### config.mk
export PLATFORM = sky130hd
export DESIGN_NAME = alu_input_seq
export DESIGN_NICKNAME = d
export VERILOG_FILES = /design/src/rtl/alu_input_seq.sv
export SDC_FILE = /design/constraint.sdc
export NUM_CORES = 1
export LEC_CHECK = 0
export ABC_AREA = 1
export CORE_UTILIZATION = 41
export CTS_CLUSTER_DIAMETER = 40
export DETAILED_ROUTE_END_ITERATION = 16
export HOLD_SLACK_MARGIN = 0.12
export PLACE_DENSITY = 0.73
export SYNTH_ARGS = -nofsm -noshare
export SYNTH_HDL_FRONTEND = slang
export SYNTH_SLANG_ARGS = --single-unit
### constraint.sdc
create_clock -name clk -period 1 [get_ports clk]
set_input_delay 0.2 -clock clk [delete_from_list [all_inputs] [get_ports clk]]
set_output_delay 0.2 -clock clk [all_outputs]
set_load 0.03 [all_outputs]
### src/rtl/alu_input_seq.sv
// Purpose : operand/command sequencer in front of the 4-bit combinational ALU.
//           Three button presses load A, B and the op word from the switch bank,
//           then the values are presented to the ALU with 'valid'.
// Latency : a press is applied 2 edges after btn_next rises when debounce is off.
//           With debounce on, it is applied 1+DEBOUNCE_CYCLES edges after.
//           Clear takes effect 2 edges after btn_clear rises.
// Backpressure: none. One accept per physical press, and a held button never repeats.
//
// Build option: define ALU_SEQ_DEBOUNCE_EN to add a saturating press debouncer.
//   Without it, a press is a rising-edge detect on the synchronized button.
//
// Ports:
//   clk        in  1   single rising-edge clock
//   rst        in  1   asynchronous active-high reset
//   sw         in  N   switch bank, captured on an accepted press
//   btn_next   in  1   asynchronous "next" push-button
//   btn_clear  in  1   asynchronous clear, level-sensitive once synchronized
//   a, b       out N   registered operands
//   op         out 3   registered logic-op select (sw[2:0])
//   op_sum     out 1   registered add select      (sw[3] & ~sw[0])
//   op_subt    out 1   registered subtract select (sw[3] &  sw[0])
//   valid      out 1   high only in EXEC
//   state      out 2   current sequencer state (LOAD_A=0 .. EXEC=3)

module alu_input_seq #(
  parameter int N               = 4,
  parameter int DEBOUNCE_CYCLES = 4
) (
  input  logic         clk,
  input  logic         rst,
  input  logic [N-1:0] sw,
  input  logic         btn_next,
  input  logic         btn_clear,
  output logic [N-1:0] a,
  output logic [N-1:0] b,
  output logic [2:0]   op,
  output logic         op_sum,
  output logic         op_subt,
  output logic         valid,
  output logic [1:0]   state
);

  typedef enum logic [1:0] {
    LOAD_A  = 2'd0,
    LOAD_B  = 2'd1,
    LOAD_OP = 2'd2,
    EXEC    = 2'd3
  } state_e;

  // ---------------------------------------------------------------------------
  // Two-flop synchronizers for both asynchronous buttons
  // ---------------------------------------------------------------------------
  logic [1:0] nxt_sync_q;
  logic [1:0] clr_sync_q;
  logic       nxt_s;
  logic       clr_s;

  always_ff @(posedge clk or posedge rst) begin
    if (rst) begin
      nxt_sync_q <= 2'b00;
      clr_sync_q <= 2'b00;
    end else begin
      nxt_sync_q <= {nxt_sync_q[0], btn_next};
      clr_sync_q <= {clr_sync_q[0], btn_clear};
    end
  end

  assign nxt_s = nxt_sync_q[1];
  assign clr_s = clr_sync_q[1];

  // ---------------------------------------------------------------------------
  // Press accept: exactly one single-cycle pulse per physical press
  // ---------------------------------------------------------------------------
  logic accept;

`ifdef ALU_SEQ_DEBOUNCE_EN
  localparam int CW = $clog2(DEBOUNCE_CYCLES + 1);
  localparam logic [CW-1:0] CNT_MAX = CW'(DEBOUNCE_CYCLES);
  localparam logic [CW-1:0] CNT_HIT = CW'(DEBOUNCE_CYCLES - 1);

  logic [CW-1:0] cnt_q;
  logic [CW-1:0] cnt_d;

  // The counter saturates at DEBOUNCE_CYCLES, one past the accept value.
  // A held button therefore matches CNT_HIT only once.
  always_comb begin
    cnt_d = cnt_q;
    if (clr_s || !nxt_s) begin
      cnt_d = '0;
    end else if (cnt_q != CNT_MAX) begin
      cnt_d = cnt_q + CW'(1);
    end
  end

  always_ff @(posedge clk or posedge rst) begin
    if (rst) begin
      cnt_q <= '0;
    end else begin
      cnt_q <= cnt_d;
    end
  end

  assign accept = nxt_s & ~clr_s & (cnt_q == CNT_HIT);
`else
  logic nxt_s_d_q;

  always_ff @(posedge clk or posedge rst) begin
    if (rst) begin
      nxt_s_d_q <= 1'b0;
    end else begin
      nxt_s_d_q <= nxt_s;
    end
  end

  // Rising-edge detect. Clear has priority, so it masks an accept in the same cycle.
  assign accept = nxt_s & ~nxt_s_d_q & ~clr_s;
`endif

  // ---------------------------------------------------------------------------
  // Sequencer FSM and capture registers
  // ---------------------------------------------------------------------------
  state_e       state_q,   state_d;
  logic [N-1:0] a_q,       a_d;
  logic [N-1:0] b_q,       b_d;
  logic [2:0]   op_q,      op_d;
  logic         op_sum_q,  op_sum_d;
  logic         op_subt_q, op_subt_d;

  always_ff @(posedge clk or posedge rst) begin
    if (rst) begin
      state_q   <= LOAD_A;
      a_q       <= '0;
      b_q       <= '0;
      op_q      <= 3'b000;
      op_sum_q  <= 1'b0;
      op_subt_q <= 1'b0;
    end else begin
      state_q   <= state_d;
      a_q       <= a_d;
      b_q       <= b_d;
      op_q      <= op_d;
      op_sum_q  <= op_sum_d;
      op_subt_q <= op_subt_d;
    end
  end

  always_comb begin
    state_d   = state_q;
    a_d       = a_q;
    b_d       = b_q;
    op_d      = op_q;
    op_sum_d  = op_sum_q;
    op_subt_d = op_subt_q;

    if (clr_s) begin
      state_d   = LOAD_A;
      a_d       = '0;
      b_d       = '0;
      op_d      = 3'b000;
      op_sum_d  = 1'b0;
      op_subt_d = 1'b0;
    end else if (accept) begin
      unique case (state_q)
        LOAD_A: begin
          a_d     = sw;
          state_d = LOAD_B;
        end
        LOAD_B: begin
          b_d     = sw;
          state_d = LOAD_OP;
        end
        LOAD_OP: begin
          // sw[0] selects between add and subtract when sw[3] is set.
          // This keeps op_sum and op_subt mutually exclusive.
          op_d      = sw[2:0];
          op_sum_d  = sw[3] & ~sw[0];
          op_subt_d = sw[3] &  sw[0];
          state_d   = EXEC;
        end
        EXEC: begin
          // Operands are kept so they stay visible after leaving EXEC.
          state_d = LOAD_A;
        end
        default: state_d = LOAD_A;
      endcase
    end
  end

  assign a       = a_q;
  assign b       = b_q;
  assign op      = op_q;
  assign op_sum  = op_sum_q;
  assign op_subt = op_subt_q;
  assign state   = state_q;
  assign valid   = (state_q == EXEC);

  a_op_excl: assert property (@(posedge clk) disable iff (rst) !(op_sum_q && op_subt_q));

endmodule

# Yosys cells after proc, flatten, opt, wreduce, memory -nomap -nowiden
# Index checks and enable logic that the tools add are counted.
[classes] n_eq_ne=3 muxes=18 n_bitwise=7 n_reduce_logical=8
[op_table] cell="two-way mux 4 bit" count=6
[op_table] cell="two-way mux 3 bit" count=3
[op_table] cell="one-hot mux 2 bit (4 select lines)" count=1
[op_table] cell="nonzero test 2 bit" count=4
[op_table] cell="two-way mux 1 bit" count=6
[op_table] cell="AND reduction 2 bit" count=3
[op_table] cell="bitwise AND 1 bit" count=4
[op_table] cell="equality test 2 bit (second input constant)" count=2
[op_table] cell="two-way mux 2 bit" count=2
[op_table] cell="inverter 1 bit" count=3
[op_table] cell="equality test 2 x 1 -> 1 bit (second input constant)" count=1
[op_table] cell="zero test 2 bit" count=1
[totals] reg_bits=20 in_bits=8 out_inout_bits=16 elab_cells=45

# Depth between registers and ports, before layout
# Gate-level depths: netlist of the first run.
[logic_depth] word_depth=5 depth_mapped=6 depth_no_buf=6

# Least setup slack after synthesis of the first run
# OpenSTA, ideal clock, no wires.
[synth_path] path_type="reg2reg" start="reg state_q[0] (netlist: state[0])" end="reg a_q[0] (netlist: a[0])" setup_ns=0.119 t_arrival_ns=1.191 t_required_ns=0.881 slack_ns=-0.309 stages_incl_launch_ff=7 path_buffers=0 period_less_slack_ns=1.309 cell_sequence="dfrtp_1 > inv_1 > ha_1 > nand3_2 > clkinv_1 > nand2_1 > nand2_1"
[synth_between] elab_chain_cells=3
[synth_rtl] item="from (decl)" line_no="122" text="state_e state_q, state_d;"
[synth_rtl] item="from (signal assigned)" line_no="138" text="state_q <= state_d;"
[synth_rtl] item="zero test 2 bit" line_no="163" text="unique case (state_q)"
[synth_rtl] item="nonzero test 2 bit (no line)"
[synth_rtl] item="AND reduction 2 bit (no line)"
[synth_rtl] item="to (signal assigned)" line_no="132" text="a_q <= '0;"
[synth_rtl] item="to (signal assigned)" line_no="139" text="a_q <= a_d;"
[synth_rtl] item="to (decl)" line_no="123" text="logic [N-1:0] a_q, a_d;"
# No other way between the ends.
# A chain may end at the register's enable or synchronous reset.

# Worst setup path in the final report of the first run
[layout_path] start="reg state_q[1] (netlist: state[1])" end="out valid"
[layout_between] elab_chain_cells=1
[layout_rtl] item="equality test 2 bit" line_no="195" text="assign valid = (state_q == EXEC);"
[layout_rtl] item="to (decl)" line_no="39" text="output logic valid,"
# No other way between the ends.

==> flow_summary.toml, run 1 <==
[run_status]
status = "finished, violations left"
violations = "negative setup slack"

[sta]
finalCritPeriodShare = 1.263
fin_tns_setup_ns = -4.331
rsz0062_at_grt = "true"
fin_crit_ns = 1.263
maxSlewHeadroom = 0.7075
hold_ws_ns = 0.1830
fin_ws_ns = -0.2633
clock-skew-final_ns = 0.004225
worst_pin_slew_ns = 0.4371
max_freq_ghz = 0.7916
hold_viol_final = 0
setup_viol = 30
slew_violations = 0

[place]
postPlaceCellArea_mm2 = 0.001211
post-place-ws_ns = -0.1834
place_hpwl_um = 1320
port_buffers = 23
place_congestion = 0.8070

[power_and_ir_drop]
vdd_drop_max_mv = 0.7952
p_sw_w = 0.0004821
leakagePower_nw = 0.7723
p_seq_frac = 0.462
swShare = 0.2559
power.density_mw_per_mm2 = 1210
power_frac_comb = 0.178
p_clk_frac = 0.360
power.internal_w = 0.001402

[global_routing]
grt_max_degree = 21
grt_usage = 0.2025
antenna_found_initial = 0
grt_pass1_wl_um = 3167
overflow = 0
grt_pass1_vias = 719

[logic_synthesis]
ys_seq_area_frac = 0.5780
synthCells = 95
ys_ff_latch = 20
mappedNetlistArea_um2 = 865.8
synth-edff-count = 0
yosys.area.top_type = "dfrtp_1"
synth_common_cells = "nand2_1, dfrtp_1, nand3_1, inv_1, nor2_1"
netlist-cell-type-count = 12
syn_area_per_cell_um2 = 9.114
yosys.area.top_type_share = 0.5780
ys_warn_count = 0
synthTopCellsByArea = "dfrtp_1, nand2_1, nand3_1"
yosysMostFrequentCell = "nand2_1"
syn_nets = 107
synth-main-ff-cell = "dfrtp_1"
ys_async_sr_fraction = 1.000

[cts]
cts-root-buf = "clkbuf_4"
cts.path.max_buffers = 2
clock_sinks = 20
clkSlewWorstSetupHoldPaths_ns = 0.12
cts_buffers = 3
htreeDepth = 1
clock_latency_ns = 0.31
cts_tree = "yes"

[route]
first_iter_violations = 18
drt-vias-per-instance = 4.762
drc = 0
drt-total-wl_um = 2167
ant_nets = 0
drt_first_pass_iters = 4
vias = 781
wl_per_cell_um = 13.21

[finish]
layout.nets = 150
drive_above_1_share = 0.5985
antenna_cells = 0
postLayoutCoreUtil = 0.7854
syn_to_final_growth_pct = 79.77
final_cell_area_mm2 = 0.001556

[floorplanning]
die_w_um = 47.96
die_area_mm2 = 0.002300
start_util = 0.4369
num_rows = 16
dieHeight_um = 47.96
io_pins = 24
core-area_mm2 = 0.001982

[worst_setup_path]
arrival_ns = 1.06
reg2reg_from = "state[1]$_DFFE_PP0P_"
cp_max_fo = 2
required_ns = 0.80
worst_setup_path_end_kind = "output pin"
crit_type = "register to output pin"
critical_path.startpoint = "state[1]$_DFFE_PP0P_"
startpoint_type = "register"

[hold_path]
hp-class = "primary input to asynchronous set/reset pin"

[flow_run]
cap_violations = 0
==> what timing repair did <==
| item | 4_1_cts | 5_1_grt |
|---|---|---|
| buffers inserted | 9 | 3 |
| resized for setup | 29 | 31 |
| pin swaps | 1 | 9 |
| hold buffers | 0 | 0 |
| gates cloned | 0 | 0 |
| setup endpoints to repair | 31 | 31 |
==> stage by stage <==
stage	total power, W	std cells
floorplan	0.001022	95
global placement	0.001122	148
detailed placement	0.001130	148
CTS	0.001846	161
global route	0.001957	164
finish	0.001884	164
==> metal layers <==
layer,GRT usage,part of all wire,up-vias
li1,-,-,383
met1,0.2611,0.44,368
met2,0.3432,0.51,24
met3,0.03396,0.034,6
met4,0.06667,0.015,0
met5,0,0,-
==> cells by family (layout without fill, tap and decap cells) <==
| kind of cell | after synthesis | count (layout) | share of synthesized area |
|---|---|---|---|
| compound gates | 2 | 2 | 0.01156 |
| simple gates | 55 | 55 | 0.2832 |
| fa+ha+maj | 4 | 4 | 0.05781 |
| flops | 20 | 20 | 0.5780 |
| buf+inv | 14 | 56 | 0.06937 |
==> worst max-delay path, stage by stage (launching register included) <==
cell and delay, ns:
dfrtp_2 0.46, ha_4 0.17, buf_6 0.13
==> cells in the final DEF (no fill, tap or decap) <==
cell type / synthesis / layout
buf_12: 0 / 2
buf_4: 0 / 11
buf_6: 1 / 19
bufinv_16: 0 / 1
clkbuf_4: 0 / 3
clkdlybuf4s50_1: 0 / 7
clkinv_4: 0 / 2
dfrtp_1: 20 / 16
dfrtp_2: 0 / 4
ha_4: 0 / 4
inv_1: 9 / 6
inv_2: 2 / 1
inv_4: 0 / 2
inv_8: 0 / 2
nand2_1: 30 / 14
nand2_2: 0 / 15
nand2_4: 0 / 1
nand3_1: 15 / 5
nand3_2: 3 / 10
nand3_4: 0 / 3
nor2_1: 6 / 5
nor2_2: 0 / 1
nor3_1: 1 / 1
o21ai_1: 0 / 1
o21ai_2: 0 / 1
==> power by group through the flow <==
| stage | sequential [W] | clock [W] | combinational [W] |
|---|---|---|---|
| 4_1_cts | 0.000865 | 0.000683 | 0.000299 |
| 5_1_grt | 0.000875 | 0.000717 | 0.000364 |
| 3_5_place_dp | 0.000884 | 0 | 0.000246 |
| 3_3_place_gp | 0.000882 | 0 | 0.000240 |
| 6_report | 0.000870 | 0.000678 | 0.000336 |
| 2_1_floorplan | 0.000918 | 0 | 0.000105 |
==> final cells by class <==
class,count,area (um2)
clock buffers,3,22.52
fillers,126,425.4
well taps,27,33.78
multi-input cells,61,479.2
clock inverters,1,30.03
flip-flops and latches,20,505.5
repair buffers,39,406.6
inverters,13,78.83
==> registers in the layout, indices dropped and copies added, names as in the netlist <==
name / count
op_subt: 1
nxt_sync_q: 2
clr_sync_q: 2
op: 3
b: 4
a: 4
op_sum: 1
nxt_s_d_q: 1
state: 2
==> path summary, 6_finish.rpt <==
check                                          end  slack [ns]  cells after the start
hold reg to reg            clr_sync_q[1]$_DFF_PP0_        0.37                      0
setup reg to reg                  b[0]$_DFFE_PP0P_       -0.23                      7
setup / recovery                             valid       -0.26                      2
hold / removal                 op_subt$_DFFE_PP0P_        0.18                      3
max in group asynchronous     state[0]$_DFFE_PP0P_        0.67                      3
min in group clk           nxt_sync_q[0]$_DFF_PP0_        0.32                      1
Power figures use the tool's default switching activity.
==> inputs of run 2 (changes only) <==
--- a/config.mk
+++ b/config.mk
@@ -7,7 +7,7 @@
 export LEC_CHECK = 0
 export ABC_AREA = 1
 export CORE_UTILIZATION = 41
-export CTS_CLUSTER_DIAMETER = 40
+export CTS_CLUSTER_DIAMETER = 150
 export DETAILED_ROUTE_END_ITERATION = 16
 export HOLD_SLACK_MARGIN = 0.12
 export PLACE_DENSITY = 0.73
==> results of run 2 <==
Same layout as run 1: the final DEF is identical, and so are final timing and power.
==> inputs of run 3 (changes only) <==
--- a/config.mk
+++ b/config.mk
@@ -11,6 +11,7 @@
 export DETAILED_ROUTE_END_ITERATION = 16
 export HOLD_SLACK_MARGIN = 0.12
 export PLACE_DENSITY = 0.73
+export SKIP_CTS_REPAIR_TIMING = 1
 export SYNTH_ARGS = -nofsm -noshare
 export SYNTH_HDL_FRONTEND = slang
 export SYNTH_SLANG_ARGS = --single-unit
==> flow_summary.toml, run 3 (synthesis results as in run 1) <==
[worst_setup_path]
startpoint_type = "register"
crit_chain = "ha_4, buf_6"
critical_path.startpoint = "state[1]$_DFFE_PP0P_"
arrival_ns = 1.07
crit_type = "register to output pin"
critPathMaxStageDelay_ns = 0.47
cp_max_fo = 4
worst_setup_path_end_kind = "output pin"
reg2reg_from = "state[0]$_DFFE_PP0P_"
r2r_slack_ns = -0.23
crit_slowest_cell = "dfrtp_2"
required_ns = 0.80

[route]
wl_per_cell_um = 12.00
first_iter_violations = 10
drt_first_pass_iters = 4
drt-total-wl_um = 1884
wl_met3_um = 62
top_layer_used = "met4"
drc = 0
wl_met2_um = 955
wl_met1_um = 840
vias = 743
drt-vias-per-instance = 4.732
ant_nets = 0

[power_and_ir_drop]
vdd_drop_max_mv = 0.7673
leakagePower_nw = 0.7047
power.density_mw_per_mm2 = 1313
p_total_w = 0.001821

[sta]
fin_crit_ns = 1.270
hold_viol_final = 0
maxSlewHeadroom = 0.8373
fin_ws_ns = -0.2701
clock-skew-final_ns = 0.004310
finalCritPeriodShare = 1.270
worst_pin_slew_ns = 0.2431
rsz0062_at_grt = "true"
max_freq_ghz = 0.7873
setup_viol = 30
slew_violations = 0

[place]
postPlaceCellArea_mm2 = 0.001211
post-place-ws_ns = -0.1834
port_buffers = 23
place_congestion = 0.8070
place_hpwl_um = 1320

[cts]
cts_buffers = 3
clkSlewWorstSetupHoldPaths_ns = 0.12
cts.path.max_buffers = 2
clock_sinks = 20
cts_tree = "yes"
htreeDepth = 1
clock_latency_ns = 0.31
cts-root-buf = "clkbuf_4"

[finish]
layout.nets = 143
drive_above_1_share = 0.3769
final_cell_area_mm2 = 0.001386
final_cell_mix = "nand2_1, dfrtp_1, nand3_1, buf_6, buf_4"
syn_to_final_growth_pct = 60.12
fillers = 151
final_common_cell = "nand2_1"
antenna_cells = 0

[global_routing]
antenna_found_initial = 0
overflow = 0
grt_pass1_vias = 638
grt_max_degree = 21
grt_pass1_wl_um = 2739
grt_usage = 0.1737

[floorplanning]
num_rows = 16
die_area_mm2 = 0.002300
io_pins = 24
start_util = 0.4369
core-area_mm2 = 0.001982
die_w_um = 47.96
dieHeight_um = 47.96

[hold_path]
hp-class = "primary input to asynchronous set/reset pin"

[run_status]
status = "finished, violations left"
violations = "negative setup slack"

[flow_run]
cap_violations = 0
[run 3: changes by cell type in the layout (fill, tap and decap cells not counted), sizes merged]
cell	delta
buf	-7
[run 3: final cells by class]
type,instances,area [um2],area share
flip-flops and latches,20,505.5,0.3646
multi-input cells,61,385.4,0.2780
repair buffers,32,335.3,0.2419
inverters,13,73.82,0.05325
well taps,27,33.78,0.02437
clock inverters,1,30.03,0.02166
clock buffers,3,22.52,0.01625
[run 3: worst max-delay path: cells and delay by family (launching register included)]
family,cells,cell delay [ns]
buf+inv,1,0.13
flops,1,0.47
fa+ha+maj,1,0.17
[run 3: through the flow]
step	TNS, ns	hold slack (ns)	utilization	instances
6_report	-4.018	0.1830	0.6995	157
5_1_grt	-5.383	0.2105	0.6995	157
4_1_cts	-3.097	0.1862	0.6376	152
3_5_place_dp	-1.384	0.3426	0.6111	148
3_3_place_gp	-1.124	0.3316	0.6111	148
2_1_floorplan	-1.350	0.1637	-	95
[run 3: power breakdown]
part	switching, W	internal [W]
Sequential	0.0000316	0.000839
Clock	0.000265	0.000405
Combinational	0.000149	0.000131
Total	0.000446	0.00137
[run 3: metal layers]
metal | global-route usage | vias to the layer above
met5 | 0 | -
met4 | 0.06667 | 0
met3 | 0.03396 | 4
met2 | 0.2730 | 19
met1 | 0.2354 | 351
li1 | - | 369
[run 3: worst paths after layout]
| check | end | cells after the start |
|---|---|---|
| min in group clk | nxt_sync_q[0]$_DFF_PP0_ | 1 |
| min | op_subt$_DFFE_PP0P_ | 3 |
| max reg2reg | op_sum$_DFFE_PP0P_ | 7 |
| min reg2reg | clr_sync_q[1]$_DFF_PP0_ | 0 |
| max in group asynchronous | state[0]$_DFFE_PP0P_ | 3 |
| max | valid | 2 |
